==> config.mk <==
export PLATFORM = sky130hd
export DESIGN_NAME = pipeline_ctrl_flat
export DESIGN_NICKNAME = d
export VERILOG_FILES = /design/src/rtl/pipeline_ctrl_pkg.sv /design/src/rtl/pipeline_ctrl_if.sv /design/src/rtl/pipeline_ctrl_hazard_detect.sv /design/src/rtl/pipeline_ctrl.sv /design/src/flat_wrapper.sv
export SDC_FILE = /design/constraint.sdc
export NUM_CORES = 1
export LEC_CHECK = 0
export ABC_CLOCK_PERIOD_IN_PS = 6300
export CAP_MARGIN = 20
export CORE_MARGIN = 1.5
export CORE_UTILIZATION = 24
export CTS_CLUSTER_DIAMETER = 50
export DETAILED_ROUTE_END_ITERATION = 16
export MAX_ROUTING_LAYER = met4
export SLEW_MARGIN = 5
export SYNTH_ARGS = -nofsm -noshare
export SYNTH_HDL_FRONTEND = slang
export SYNTH_HIERARCHICAL = 1
export SYNTH_SLANG_ARGS = --single-unit
==> constraint.sdc <==
create_clock -name clk -period 6.3 [get_ports clk]
set_input_delay 1.26 -clock clk [delete_from_list [all_inputs] [get_ports clk]]
set_output_delay 1.26 -clock clk [all_outputs]
set_load 0.02 [all_outputs]
==> src/rtl/pipeline_ctrl_pkg.sv <==
// Shared definitions for the core's hazard/sequencing controller.
// Holds datapath widths, controller states and the control-output bundle.
package pipeline_ctrl_pkg;

    localparam int WORD_WIDTH     = 32;
    localparam int REG_ADDR_WIDTH = 5;

    typedef enum logic [1:0] {
        RUN      = 2'd0,
        FLUSH    = 2'd1,
        MEM_WAIT = 2'd2
    } ctrl_state_t;

    // Control outputs grouped so one default assignment clears them all.
    typedef struct packed {
        logic stall_pc;
        logic stall_ifid;
        logic stall_idex;
        logic freeze_mem;
        logic flush_ifid;
        logic flush_idex;
        logic pc_redirect;
        logic mem_err;
    } ctrl_out_t;

    // Loads complete on read data, stores complete on grant.
    function automatic logic dmem_done(input logic is_load, input logic rvalid,
                                       input logic gnt);
        return is_load ? rvalid : gnt;
    endfunction

endpackage

==> src/rtl/pipeline_ctrl_if.sv <==
// Hazard-status inputs and pipeline-control outputs of pipeline_ctrl.
// master = core datapath side, slave = the controller.
interface pipeline_ctrl_if #(
    parameter int REG_ADDR_WIDTH = pipeline_ctrl_pkg::REG_ADDR_WIDTH,
    parameter int CNT_WIDTH      = 32
);
    logic [REG_ADDR_WIDTH-1:0] id_rs1_i;
    logic [REG_ADDR_WIDTH-1:0] id_rs2_i;
    logic                      id_use_rs1_i;
    logic                      id_use_rs2_i;
    logic [REG_ADDR_WIDTH-1:0] ex_rd_i;
    logic                      ex_load_i;
    logic                      ex_write_en_i;
    logic                      ex_branch_taken_i;
    logic                      mem_req_i;
    logic                      mem_is_load_i;
    logic                      dmem_gnt_i;
    logic                      dmem_rvalid_i;
    logic                      stall_cnt_clr_i;

    logic                      stall_pc_o;
    logic                      stall_ifid_o;
    logic                      stall_idex_o;
    logic                      freeze_mem_o;
    logic                      flush_ifid_o;
    logic                      flush_idex_o;
    logic                      pc_redirect_o;
    logic                      mem_err_o;
    logic [CNT_WIDTH-1:0]      stall_cnt_o;

    modport master (
        output id_rs1_i, id_rs2_i, id_use_rs1_i, id_use_rs2_i,
               ex_rd_i, ex_load_i, ex_write_en_i, ex_branch_taken_i,
               mem_req_i, mem_is_load_i, dmem_gnt_i, dmem_rvalid_i,
               stall_cnt_clr_i,
        input  stall_pc_o, stall_ifid_o, stall_idex_o, freeze_mem_o,
               flush_ifid_o, flush_idex_o, pc_redirect_o, mem_err_o,
               stall_cnt_o
    );

    modport slave (
        input  id_rs1_i, id_rs2_i, id_use_rs1_i, id_use_rs2_i,
               ex_rd_i, ex_load_i, ex_write_en_i, ex_branch_taken_i,
               mem_req_i, mem_is_load_i, dmem_gnt_i, dmem_rvalid_i,
               stall_cnt_clr_i,
        output stall_pc_o, stall_ifid_o, stall_idex_o, freeze_mem_o,
               flush_ifid_o, flush_idex_o, pc_redirect_o, mem_err_o,
               stall_cnt_o
    );

endinterface

==> src/rtl/pipeline_ctrl_hazard_detect.sv <==
// Load-use hazard compare between the ID operands and the EX destination.
// Purely combinational so a forwarding unit can share it later.
module hazard_detect #(
    parameter int REG_ADDR_WIDTH = 5
) (
    input  logic [REG_ADDR_WIDTH-1:0] id_rs1,
    input  logic [REG_ADDR_WIDTH-1:0] id_rs2,
    input  logic                      id_use_rs1,
    input  logic                      id_use_rs2,
    input  logic [REG_ADDR_WIDTH-1:0] ex_rd,
    input  logic                      ex_load,
    input  logic                      ex_write_en,
    output logic                      load_use
);

    logic rs1_hit;
    logic rs2_hit;

    assign rs1_hit  = id_use_rs1 && (id_rs1 == ex_rd);
    assign rs2_hit  = id_use_rs2 && (id_rs2 == ex_rd);
    // x0 is hard-wired zero, so a load targeting it never creates a hazard.
    assign load_use = ex_load && ex_write_en && (ex_rd != '0) && (rs1_hit || rs2_hit);

endmodule

==> src/rtl/pipeline_ctrl.sv <==
// Stall/flush/freeze sequencer for the 5-stage core: load-use bubbles,
// branch redirects, data-memory wait states with timeout, stall counter.
module pipeline_ctrl #(
    parameter int REG_ADDR_WIDTH = pipeline_ctrl_pkg::REG_ADDR_WIDTH,
    parameter int FLUSH_CYCLES   = 1,
    parameter int MEM_TIMEOUT    = 64,
    parameter int CNT_WIDTH      = 32
) (
    input  logic            clk,
    input  logic            rst,
    pipeline_ctrl_if.slave  bus
);
    import pipeline_ctrl_pkg::*;

    localparam int              TW     = (MEM_TIMEOUT > 2) ? $clog2(MEM_TIMEOUT) : 1;
    localparam int              FW     = 3;
    localparam logic [TW-1:0]   T_LAST = TW'(MEM_TIMEOUT - 1);
    localparam logic [FW-1:0]   F_LOAD = FW'(FLUSH_CYCLES - 1);

    ctrl_state_t          state_q, state_d;
    logic [FW-1:0]        fcnt_q, fcnt_d;
    logic [TW-1:0]        tcnt_q, tcnt_d;
    logic [CNT_WIDTH-1:0] scnt_q;

    ctrl_out_t o;
    logic      load_use;
    logic      done;
    logic      timeout;
    logic      freeze;
    logic      flushing;

    hazard_detect #(
        .REG_ADDR_WIDTH (REG_ADDR_WIDTH)
    ) u_hazard (
        .id_rs1      (bus.id_rs1_i),
        .id_rs2      (bus.id_rs2_i),
        .id_use_rs1  (bus.id_use_rs1_i),
        .id_use_rs2  (bus.id_use_rs2_i),
        .ex_rd       (bus.ex_rd_i),
        .ex_load     (bus.ex_load_i),
        .ex_write_en (bus.ex_write_en_i),
        .load_use    (load_use)
    );

    assign done     = dmem_done(bus.mem_is_load_i, bus.dmem_rvalid_i, bus.dmem_gnt_i);
    assign timeout  = (state_q == MEM_WAIT) && !done && (tcnt_q == T_LAST);
    // The timeout cycle drops the freeze so its flushes can take effect.
    assign freeze   = !timeout && !done && ((state_q == MEM_WAIT) || bus.mem_req_i);
    // A nonzero flush count means flushing is pending, even across a MEM_WAIT.
    assign flushing = (fcnt_q != '0);

    always_comb begin
        o       = '0;
        state_d = state_q;
        fcnt_d  = fcnt_q;
        tcnt_d  = '0;
        if (timeout) begin
            o.mem_err    = 1'b1;
            o.flush_ifid = 1'b1;
            o.flush_idex = 1'b1;
            state_d      = RUN;
            fcnt_d       = '0;
        end else if (freeze) begin
            o.stall_pc   = 1'b1;
            o.stall_ifid = 1'b1;
            o.stall_idex = 1'b1;
            o.freeze_mem = 1'b1;
            state_d      = MEM_WAIT;
            tcnt_d       = (state_q == MEM_WAIT) ? tcnt_q + TW'(1) : TW'(1);
        end else if (bus.ex_branch_taken_i) begin
            o.pc_redirect = 1'b1;
            o.flush_ifid  = 1'b1;
            o.flush_idex  = 1'b1;
            fcnt_d        = F_LOAD;
            state_d       = (F_LOAD != '0) ? FLUSH : RUN;
        end else if (load_use) begin
            o.stall_pc   = 1'b1;
            o.stall_ifid = 1'b1;
            o.flush_idex = 1'b1;
            state_d      = flushing ? FLUSH : RUN;
        end else if (flushing) begin
            o.flush_ifid = 1'b1;
            fcnt_d       = fcnt_q - FW'(1);
            state_d      = (fcnt_q > FW'(1)) ? FLUSH : RUN;
        end else begin
            state_d = RUN;
        end
    end

    always_ff @(posedge clk) begin
        if (rst) begin
            state_q <= RUN;
            fcnt_q  <= '0;
            tcnt_q  <= '0;
            scnt_q  <= '0;
        end else begin
            state_q <= state_d;
            fcnt_q  <= fcnt_d;
            tcnt_q  <= tcnt_d;
            if (bus.stall_cnt_clr_i)
                scnt_q <= '0;
            else if (o.stall_pc && !(&scnt_q))
                scnt_q <= scnt_q + CNT_WIDTH'(1);
        end
    end

    // Outputs are forced low for the whole reset window.
    assign bus.stall_pc_o    = !rst && o.stall_pc;
    assign bus.stall_ifid_o  = !rst && o.stall_ifid;
    assign bus.stall_idex_o  = !rst && o.stall_idex;
    assign bus.freeze_mem_o  = !rst && o.freeze_mem;
    assign bus.flush_ifid_o  = !rst && o.flush_ifid;
    assign bus.flush_idex_o  = !rst && o.flush_idex;
    assign bus.pc_redirect_o = !rst && o.pc_redirect;
    assign bus.mem_err_o     = !rst && o.mem_err;
    assign bus.stall_cnt_o   = rst ? '0 : scnt_q;

endmodule

==> src/flat_wrapper.sv <==
// flat-port wrapper written by rule: the top's interface ports become plain ports
module pipeline_ctrl_flat import pipeline_ctrl_pkg::*;
#(
    parameter int REG_ADDR_WIDTH = pipeline_ctrl_pkg::REG_ADDR_WIDTH,
    parameter int FLUSH_CYCLES   = 1,
    parameter int MEM_TIMEOUT    = 64,
    parameter int CNT_WIDTH      = 32
)
  (clk, rst, bus_id_rs1_i, bus_id_rs2_i, bus_id_use_rs1_i, bus_id_use_rs2_i, bus_ex_rd_i, bus_ex_load_i, bus_ex_write_en_i, bus_ex_branch_taken_i, bus_mem_req_i, bus_mem_is_load_i, bus_dmem_gnt_i, bus_dmem_rvalid_i, bus_stall_cnt_clr_i, bus_stall_pc_o, bus_stall_ifid_o, bus_stall_idex_o, bus_freeze_mem_o, bus_flush_ifid_o, bus_flush_idex_o, bus_pc_redirect_o, bus_mem_err_o, bus_stall_cnt_o);
  pipeline_ctrl_if #(.REG_ADDR_WIDTH(REG_ADDR_WIDTH), .CNT_WIDTH(CNT_WIDTH)) bus_i ();
  input  logic clk;
  input  logic rst;
  input wire logic [$bits(bus_i.id_rs1_i)-1:0] bus_id_rs1_i;
  input wire logic [$bits(bus_i.id_rs2_i)-1:0] bus_id_rs2_i;
  input wire logic [$bits(bus_i.id_use_rs1_i)-1:0] bus_id_use_rs1_i;
  input wire logic [$bits(bus_i.id_use_rs2_i)-1:0] bus_id_use_rs2_i;
  input wire logic [$bits(bus_i.ex_rd_i)-1:0] bus_ex_rd_i;
  input wire logic [$bits(bus_i.ex_load_i)-1:0] bus_ex_load_i;
  input wire logic [$bits(bus_i.ex_write_en_i)-1:0] bus_ex_write_en_i;
  input wire logic [$bits(bus_i.ex_branch_taken_i)-1:0] bus_ex_branch_taken_i;
  input wire logic [$bits(bus_i.mem_req_i)-1:0] bus_mem_req_i;
  input wire logic [$bits(bus_i.mem_is_load_i)-1:0] bus_mem_is_load_i;
  input wire logic [$bits(bus_i.dmem_gnt_i)-1:0] bus_dmem_gnt_i;
  input wire logic [$bits(bus_i.dmem_rvalid_i)-1:0] bus_dmem_rvalid_i;
  input wire logic [$bits(bus_i.stall_cnt_clr_i)-1:0] bus_stall_cnt_clr_i;
  output wire logic [$bits(bus_i.stall_pc_o)-1:0] bus_stall_pc_o;
  output wire logic [$bits(bus_i.stall_ifid_o)-1:0] bus_stall_ifid_o;
  output wire logic [$bits(bus_i.stall_idex_o)-1:0] bus_stall_idex_o;
  output wire logic [$bits(bus_i.freeze_mem_o)-1:0] bus_freeze_mem_o;
  output wire logic [$bits(bus_i.flush_ifid_o)-1:0] bus_flush_ifid_o;
  output wire logic [$bits(bus_i.flush_idex_o)-1:0] bus_flush_idex_o;
  output wire logic [$bits(bus_i.pc_redirect_o)-1:0] bus_pc_redirect_o;
  output wire logic [$bits(bus_i.mem_err_o)-1:0] bus_mem_err_o;
  output wire logic [$bits(bus_i.stall_cnt_o)-1:0] bus_stall_cnt_o;
  assign bus_i.id_rs1_i = bus_id_rs1_i;
  assign bus_i.id_rs2_i = bus_id_rs2_i;
  assign bus_i.id_use_rs1_i = bus_id_use_rs1_i;
  assign bus_i.id_use_rs2_i = bus_id_use_rs2_i;
  assign bus_i.ex_rd_i = bus_ex_rd_i;
  assign bus_i.ex_load_i = bus_ex_load_i;
  assign bus_i.ex_write_en_i = bus_ex_write_en_i;
  assign bus_i.ex_branch_taken_i = bus_ex_branch_taken_i;
  assign bus_i.mem_req_i = bus_mem_req_i;
  assign bus_i.mem_is_load_i = bus_mem_is_load_i;
  assign bus_i.dmem_gnt_i = bus_dmem_gnt_i;
  assign bus_i.dmem_rvalid_i = bus_dmem_rvalid_i;
  assign bus_i.stall_cnt_clr_i = bus_stall_cnt_clr_i;
  assign bus_stall_pc_o = bus_i.stall_pc_o;
  assign bus_stall_ifid_o = bus_i.stall_ifid_o;
  assign bus_stall_idex_o = bus_i.stall_idex_o;
  assign bus_freeze_mem_o = bus_i.freeze_mem_o;
  assign bus_flush_ifid_o = bus_i.flush_ifid_o;
  assign bus_flush_idex_o = bus_i.flush_idex_o;
  assign bus_pc_redirect_o = bus_i.pc_redirect_o;
  assign bus_mem_err_o = bus_i.mem_err_o;
  assign bus_stall_cnt_o = bus_i.stall_cnt_o;
  pipeline_ctrl #(.REG_ADDR_WIDTH(REG_ADDR_WIDTH), .FLUSH_CYCLES(FLUSH_CYCLES), .MEM_TIMEOUT(MEM_TIMEOUT), .CNT_WIDTH(CNT_WIDTH)) u_core (.clk(clk), .rst(rst), .bus(bus_i));
endmodule
# Word level (Yosys, flattened, before mapping)
# Index checks and enable logic that the tools add are counted.
[op_classes] n_addsub=3 reduce_logical=34 magnitude_cmp=1 bitwise_logic=2 eq_ne=5 n_mux=26
[ops] op="$add A32 B1 Y32 const B" n=1
[ops] op="$mux W32" n=1
[ops] op="$reduce_and A32 Y1" n=1
[ops] op="$mux W2" n=10
[ops] op="$logic_and A1 B1 Y1" n=18
[ops] op="$mux W3" n=4
[ops] op="$eq A5 B5 Y1" n=2
[ops] op="$mux W1" n=10
[ops] op="$reduce_or A4 Y1" n=2
[ops] op="$add A6 B1 Y6 const B" n=1
[ops] op="$eq A6 B6 Y1 const B" n=1
[ops] op="$reduce_bool A5 Y1" n=1
[ops] op="$logic_not A1 Y1" n=4
[ops] op="$mux W4" n=1
[ops] op="$reduce_or A2 Y1" n=2
[ops] op="$gt A3 B1 Y1 const B" n=1
[ops] op="$reduce_and A3 Y1" n=1
[ops] op="$reduce_bool A3 Y1" n=1
[ops] op="$reduce_or A3 Y1" n=1
[ops] op="$sub A3 B1 Y3 const B" n=1
[ops] op="$eq A2 B2 Y1 const B" n=1
[ops] op="$logic_or A1 B1 Y1" n=2
[ops] op="$ne A2 B2 Y1 const B" n=1
[ops] op="$not A1 Y1" n=2
[ops] op="$reduce_bool A2 Y1" n=1
[totals] wordCells=77 regBits=43

# Longest topological paths before layout
# Gate-level depths: netlist of run 1.
[logic_depth] depth_word=10 depth_mapped=10 mapped_depth_nobuf=8

# Cells and area by module
# Netlist of run 1, hierarchy kept.
[modules_own_cells] module="pipeline_ctrl" area_per_inst_um2=2603.7 seq_area_each_um2=860.8 n_inst=1 cells_each=328
[modules_own_cells] module="hazard_detect" area_per_inst_um2=135.1 seq_area_each_um2=0.0 n_inst=1 cells_each=17

# Worst setup path before layout of run 1
# Ideal clock, no wire load.
[synth_timing] kind="in2out" start="input port bus_ex_rd_i[2]" end="output port bus_stall_pc_o" arrival_ps=3127 stages=7 setup_slack_ps=1913 cell_sequence="xor2_1 > nor4_1 > nand3_1 > a21oi_1 > nand2_1 > a211oi_1 > buf_4"
[synth_via] elab_chain_len=9 word_cells_on_any_way=13 cone_classes="eq/ne (2); mux (4); reduce/logical (7)"
[synth_lines] element="from (decl)" line_no="flat_wrapper.sv:17" text="input wire logic [$bits(bus_i.ex_rd_i)-1:0] bus_ex_rd_i;"
[synth_lines] element="$eq A5 B5 Y1 (on tied branches)" line_no="pipeline_ctrl_hazard_detect.sv:19, pipeline_ctrl_hazard_detect.sv:20"
[synth_lines] element="$logic_and A1 B1 Y1 (on tied branches)" line_no="pipeline_ctrl_hazard_detect.sv:19, pipeline_ctrl_hazard_detect.sv:20"
[synth_lines] element="$logic_or A1 B1 Y1" line_no="pipeline_ctrl_hazard_detect.sv:22" text="assign load_use = ex_load && ex_write_en && (ex_rd != '0) && (rs1_hit || rs2_hit);"
[synth_lines] element="$logic_and A1 B1 Y1 (*)" line_no="pipeline_ctrl_hazard_detect.sv:22"
[synth_lines] element="named net u_core.load_use" line_no="pipeline_ctrl.sv:26" text="logic load_use;"
[synth_lines] element="$mux W2 (*)" line_no="pipeline_ctrl.sv:76" text="end else if (load_use) begin"
[synth_lines] element="$mux W2 (*)" line_no="pipeline_ctrl.sv:70" text="end else if (bus.ex_branch_taken_i) begin"
[synth_lines] element="$mux W2 (*)" line_no="pipeline_ctrl.sv:63" text="end else if (freeze) begin"
[synth_lines] element="$mux W4 (*)" line_no="pipeline_ctrl.sv:57" text="if (timeout) begin"
[synth_lines] element="$logic_and A1 B1 Y1 (*)" line_no="pipeline_ctrl.sv:108" text="assign bus.stall_pc_o = !rst && o.stall_pc;"
[synth_lines] element="to (decl)" line_no="flat_wrapper.sv:26" text="output wire logic [$bits(bus_i.stall_pc_o)-1:0] bus_stall_pc_o;"
# The timed path passes the listed nets; every way through them passes the cells marked *.

# Worst setup path after layout of run 1
# Ends and elaborated chain as after synthesis.

==> results of run 1 <==
==> state kept, by name, summed over array words and instances, names as in the netlist <==
| name | flops |
|---|---|
| u_core/scnt_q | 32 |
| u_core/tcnt_q | 6 |
| u_core/state_q | 2 |
| u_core/fcnt_q | 3 |
==> metal layers <==
| layer | global-route usage (%) | part of all wire [%] |
|---|---|---|
| met1 | 19.4 | 50 |
| met2 | 20.0 | 44 |
| met3 | 2.61 | 4.5 |
| met4 | 3.99 | 1.1 |
| met5 | - | 0 |
==> power breakdown <==
| group | total [mW] | internal, mW | switching [mW] |
|---|---|---|---|
| Sequential | 0.278 | 0.275 | 0.00242 |
| Combinational | 0.0777 | 0.0357 | 0.0420 |
| Clock | 0.271 | 0.169 | 0.102 |
==> layout by cell type (no fill, tap or decap), drive strengths merged, types with 2 or more instances in the layout <==
cell type      Yosys  final
nand2b             2      2
xnor2              5      5
or3               13     13
nor4              12     12
clkbuf            15      8
clkdlybuf4s50      0     65
xor2              10     10
a2111oi            2      2
mux2i             11     11
nand4             20     20
nand3             17     17
nor2              25     25
o311ai             2      2
and4               5      5
or4               17     17
ha                 4      4
a211oi             2      2
nand2             24     24
and3               4      4
nor2b             34     34
o21a               2      2
o22ai              2      2
buf                8      4
a21oi             23     23
o21ai              7      7
nor3               4      4
o31ai             14     14
dfxtp             43     43
inv                6      6
==> stage by stage <==
step	utilization (%)	power [mW]	setup WS [ps]	instance area, um^2	hold WS [ps]
2_1_floorplan	-	0.328	1910	2740	445
3_3_place_gp	31.8	0.360	1160	3490	459
3_5_place_dp	31.8	0.362	1050	3490	470
4_1_cts	33.2	0.635	1040	3650	478
5_1_grt	33.2	0.650	751	3650	507
6_report	33.2	0.626	1070	3650	485
==> path summary, 6_finish.rpt <==
path                                               startpoint                        endpoint  slack (ps)  cells past startpoint
worst max-delay path                           bus_ex_rd_i[2]                  bus_stall_pc_o        1070                      8
worst min-delay path            u_core/fcnt_q[0]$_SDFFE_PP0P_   u_core/fcnt_q[0]$_SDFFE_PP0P_         480                      2
worst max register to register  u_core/scnt_q[0]$_SDFFE_PP0P_  u_core/scnt_q[19]$_SDFFE_PP0P_        3700                      7
worst min register to register  u_core/fcnt_q[0]$_SDFFE_PP0P_   u_core/fcnt_q[0]$_SDFFE_PP0P_         480                      2
==> cells by family after synthesis <==
family / Yosys count / share of synthesized area (%)
flops: 43 / 31.4
xor+xnor: 15 / 4.80
compound gates: 62 / 15.1
simple gates: 181 / 38.2
mux: 11 / 4.02
buf+inv: 29 / 4.61
fa+ha+maj: 4 / 1.83
==> critical path: cells and delay by family <==
kind	cells	cell delay (ps)
AO/OA/AOI/OAI	2	730
XOR/XNOR	1	200
AND/OR/NAND/NOR	3	640
buffers and inverters	2	1140
==> layout make-up <==
class                           instances  area share [%]
Clock buffer                            8            4.29
Sequential cell                        43            23.6
Tap cell                              140            4.80
Timing Repair Buffer                   69            18.6
Multi-Input combinational cell        273            48.1
Inverter                                6           0.617
==> metrics.txt, run 1 <==
Post-CTS Setup Bufs=0; routed wire length=7.67 mm; DR vias=2731; H-tree level count=2; syn_area_per_cell=7.94 um^2; GRT Util Overall=13.8%; PortBufs=66; Final Hold Fails=0; placed cell count=531; Slew HR=38.2%; largest net degree at the start of global routing=51; Yosys warnings=6; final cycle utilization of the critical path=83.0%; Critical Path Start Type=primary input; die area=12100 um^2; Max Root-Sink Buffers=2; Num CTS Buffers=5; RSZ-0062 raised after global routing=false; Finished Layout Cells=539; Hold-fix buffers, CTS=0; count of final setup violators=0; vias in the first global route=2563; Reg clk slew, reported paths=60 ps; Synth Cell Area=2740 um^2; skew final=3.14 ps; max-slew violation count=0; CP required=5040 ps; CP Capture Type=output port; initial antenna violation count=0; Clk Latency, worst-skew pair=280 ps; Residual DRC=0; measured slew at the worst slew-check pin=924 ps; CP arrival=3970 ps; synth cell count leaders=43 x dfxtp_1, 34 x nor2b_1, 25 x nor2_1; Max Clk Rate=0.191 GHz; Die W=110 um; max-cap viol count=0; total negative slack=0 ps; Synth Instances=345; Starting Density=24.9%; top-area cell type share of the netlist area=31.4%; Post-Syn Nets=376; Routed Antenna Nets=0; routed vias/inst=5.07; detailed placement HPWL=5.55 mm; Top Ports=67; Synth cell types=46; Area growth, synth to finish=33.2%; status=finished, final reports clean; layout net count=429; grt total ovfl=0; CTS tree=built; PwrDens=172 nW/um^2; WS Path Type=in2out; ys async rst share=0%; Worst IR Drop VDD=91.5 uV; Post-synth EDFFs=0; CP most frequent cell=clkdlybuf4s50_1; Final min period=5230 ps; Area contributors post-synth=dfxtp_1 31%, nor2b_1 7.8%, nand4_1 4.6%, or4_1 4.4%, a21oi_1 4.2%; first-pass GRT wire length=12.8 mm; Crit Path Max Fanout=6; 1st-iter DRT viols=174; Synth Register Bits=43; fill cell total of the finished layout=1154; CP max-delay cell=clkdlybuf4s50_1; register area share after synthesis=31.4%; die height=110 um; root buffer cell=clkbuf_16; drt first pass iters=4; main flop type after synthesis=dfxtp_1; post-synth top area cell=dfxtp_1; Pleak=1.10 nW; Multi-input gate area=1760 um^2; clk sinks=43; sequential cell area=861 um^2; slowest stage delay, CP=660 ps; row cnt=38; worst hold path class=reg2reg; wire length per cell=14.2 um; Inserted Diodes=0; core area=11000 um^2; critical path cell sequence=clkdlybuf4s50_1 > xor2_1 > nor4_1 > nand3_1 > a21oi_1 > nand2_1 > a211oi_1 > clkdlybuf4s50_1; share of layout cells above drive strength 1=5.01%; RePlAce Congestion=0.846; # resized after CTS=0; most frequent cell after synthesis=dfxtp_1
No activity file was read; power rests on OpenSTA's default activity.
==> inputs of run 2 (changes only) <==
--- a/config.mk
+++ b/config.mk
@@ -5,7 +5,7 @@
 export SDC_FILE = /design/constraint.sdc
 export NUM_CORES = 1
 export LEC_CHECK = 0
-export ABC_CLOCK_PERIOD_IN_PS = 6300
+export ABC_CLOCK_PERIOD_IN_PS = 4400
 export CAP_MARGIN = 20
 export CORE_MARGIN = 1.5
 export CORE_UTILIZATION = 24
==> constraint.sdc (replaced) <==
create_clock -name clk -period 4.4 [get_ports clk]
set_input_delay 0.88 -clock clk [delete_from_list [all_inputs] [get_ports clk]]
set_output_delay 0.88 -clock clk [all_outputs]
set_load 0.02 [all_outputs]
==> run 2 against run 1 <==
  * Critical path type unchanged
  * Core utilization rose by 0.22 points
  * Hold slack got worse by 19 ps
  * Final area rose by 0.65%
  * Clock power rose by 35%
  * Register-to-register slack got worse by 2200 ps
  * Sequential share of layout area fell by 0.15 points
  * Via count rose by 2.7%
==> metrics.txt, run 2 (synthesized netlist as in run 1, its figures left out) <==
wire length per cell=14.5 um (was 14.2 um); routed vias/inst=5.18 (was 5.07); clk sinks=43 (unchanged); Area growth, synth to finish=34.1% (was 33.2%); measured slew at the worst slew-check pin=833 ps (was 924 ps); Max Clk Rate=0.237 GHz; CTS tree=built (unchanged); WS Path Type=in2out (unchanged); slowest stage delay, CP=660 ps (about the same); combinational share of power=13.1% (was 12.4%); 1st-iter DRT viols=152 (was 174); Clk Latency, worst-skew pair=280 ps (about the same); most flop-heavy register=u_core/scnt_q (unchanged); P_sw=210 uW (was 146 uW); status=finished, final reports clean (unchanged); die height=110 um (unchanged); Sw Ratio=23.9% (was 23.4%); CP most frequent cell=clkdlybuf4s50_1 (unchanged); worst hold path class=reg2reg (unchanged); core area=11000 um^2 (unchanged); CP arrival=3340 ps (was 3970 ps); Final Hold Fails=0 (unchanged); max-slew violation count=0 (unchanged); Power Total=880 uW (was 626 uW); Worst IR Drop VDD=159 uV (was 91.5 uV); initial antenna violation count=0 (unchanged); Slew HR=44.4% (was 38.2%); Crit path buffers/inverters=2 (unchanged); skew final=5.00 ps (was 3.14 ps); routed wire length=7.85 mm (was 7.67 mm); max reg flops=32 (unchanged); drt first pass iters=4 (unchanged); GRT Util Overall=14.0% (was 13.8%); Seq pwr share=45.2% (was 44.4%); Routed Antenna Nets=0 (unchanged); CP Capture Type=output port (unchanged); PwrDens=240 nW/um^2 (was 172 nW/um^2); Critical Path Start Type=primary input (unchanged); row cnt=38 (unchanged); Die W=110 um (unchanged); Residual DRC=0 (unchanged); commonest non-fill, non-tap cell in the layout=clkdlybuf4s50_1 (unchanged); final core utilization=33.4% (was 33.2%); Max Root-Sink Buffers=2 (unchanged); RePlAce Congestion=0.860 (was 0.846); DR vias=2806 (was 2731); Num CTS Buffers=5 (unchanged); final cycle utilization of the critical path=96.0%; max-cap viol count=0 (unchanged); root buffer cell=clkbuf_16 (unchanged); Inserted Diodes=0 (unchanged); most frequent cells in the layout=64 x clkdlybuf4s50_1, 43 x dfxtp_1, 34 x nor2b_1 (was 65 x clkdlybuf4s50_1, 43 x dfxtp_1, 34 x nor2b_1); Final min period=4220 ps; H-tree level count=2 (unchanged); Starting Density=24.9% (unchanged); fill cell total of the finished layout=1131 (was 1154); Post-CTS Setup Bufs=0 (unchanged); Top Ports=67 (unchanged); CP max-delay cell=clkdlybuf4s50_1 (unchanged); first-pass GRT wire length=13.0 mm (was 12.8 mm); Crit Path Max Fanout=6 (unchanged); Pleak=1.13 nW (was 1.10 nW); grt total ovfl=0 (unchanged); delay-heaviest family, CP=buffers and inverters (unchanged); layout net count=433 (was 429); detailed placement HPWL=5.71 mm (was 5.55 mm); internal cell power=670 uW (was 480 uW); count of final setup violators=0 (unchanged); CP required=3520 ps (was 5040 ps); Reg clk slew, reported paths=60 ps (about the same); vias in the first global route=2785 (was 2563); largest net degree at the start of global routing=51 (unchanged); share of layout cells above drive strength 1=6.22% (was 5.01%); top flop regs=u_core/scnt_q: 32 flops, u_core/tcnt_q: 6 flops, u_core/fcnt_q: 3 flops (unchanged); die area=12100 um^2 (unchanged); PortBufs=66 (unchanged); critical path cell sequence=clkdlybuf4s50_1 > xor2_1 > nor4_1 > nand3_1 > a21oi_2 > nand2_1 > a211oi_1 > clkdlybuf4s50_1 (was clkdlybuf4s50_1 > xor2_1 > nor4_1 > nand3_1 > a21oi_1 > nand2_1 > a211oi_1 > clkdlybuf4s50_1); clock share of power=41.7% (was 43.2%)
run 2: per-layer routing:
layer	GRT usage, %	part of all wire [%]	wire [um]
met1	17.3	46	3630
met2	23.0	47	3700
met3	2.61	5.2	405
met4	4.45	1.5	114
met5	-	0	0
run 2: power groups by stage:
stage	Combinational, mW	Clock [mW]	Sequential (mW)
final	0.115	0.367	0.398
after global routing	0.129	0.396	0.398
after CTS	0.116	0.381	0.398
after detailed placement	0.116	0	0.407
after global placement	0.113	0	0.406
after floorplan	0.0639	0	0.406
run 2: area by class of cell:
class	count	area, um^2	share of cell area [%]
Sequential cell	43	861	23.4
Clock buffer	6	139	3.78
Timing Repair Buffer	73	711	19.4
Multi-Input combinational cell	273	1760	47.9
Clock inverter	1	5.00	0.136
Inverter	6	22.5	0.613
Tap cell	140	175	4.77
run 2: path summary, 6_finish.rpt:
| path | from | endpoint | slack (ps) | cells past startpoint |
|---|---|---|---|---|
| worst max-delay path | bus_ex_rd_i[2] | bus_stall_pc_o | 180 | 8 |
| worst min-delay path | u_core/fcnt_q[0]$_SDFFE_PP0P_ | u_core/fcnt_q[0]$_SDFFE_PP0P_ | 470 | 2 |
| worst max register to register | u_core/scnt_q[0]$_SDFFE_PP0P_ | u_core/scnt_q[10]$_SDFFE_PP0P_ | 1520 | 7 |
| worst min register to register | u_core/fcnt_q[0]$_SDFFE_PP0P_ | u_core/fcnt_q[0]$_SDFFE_PP0P_ | 470 | 2 |
run 2: per-stage QoR:
step	setup WS, ps	std cells	hold slack (ps)	TNS [ps]	instance area, um^2
2_1_floorplan	773	345	445	0	2740
3_3_place_gp	134	535	458	0	3520
3_5_place_dp	43.8	535	463	0	3520
4_1_cts	29.1	542	471	0	3670
5_1_grt	-41.7	542	503	-41.7	3670
6_report	178	542	466	0	3670
run 2: what timing repair did:
action / in CTS / in global routing
hold endpoints to repair: 0 / 0
resized for setup: 0 / 2
setup endpoints to repair: 0 / 2
hold buffers: 0 / 0
run 2: worst min-delay path, stage by stage (launching register included):
cell	delay, ps
dfxtp_1	310
nand2_1	50
a21oi_1	50
==> inputs of run 3 (changes only) <==
--- a/config.mk
+++ b/config.mk
@@ -5,7 +5,6 @@
 export SDC_FILE = /design/constraint.sdc
 export NUM_CORES = 1
 export LEC_CHECK = 0
-export ABC_CLOCK_PERIOD_IN_PS = 4400
 export CAP_MARGIN = 20
 export CORE_MARGIN = 1.5
 export CORE_UTILIZATION = 24
==> results of run 3 <==
No change in the layout: final DEF, timing and power equal those of run 2.
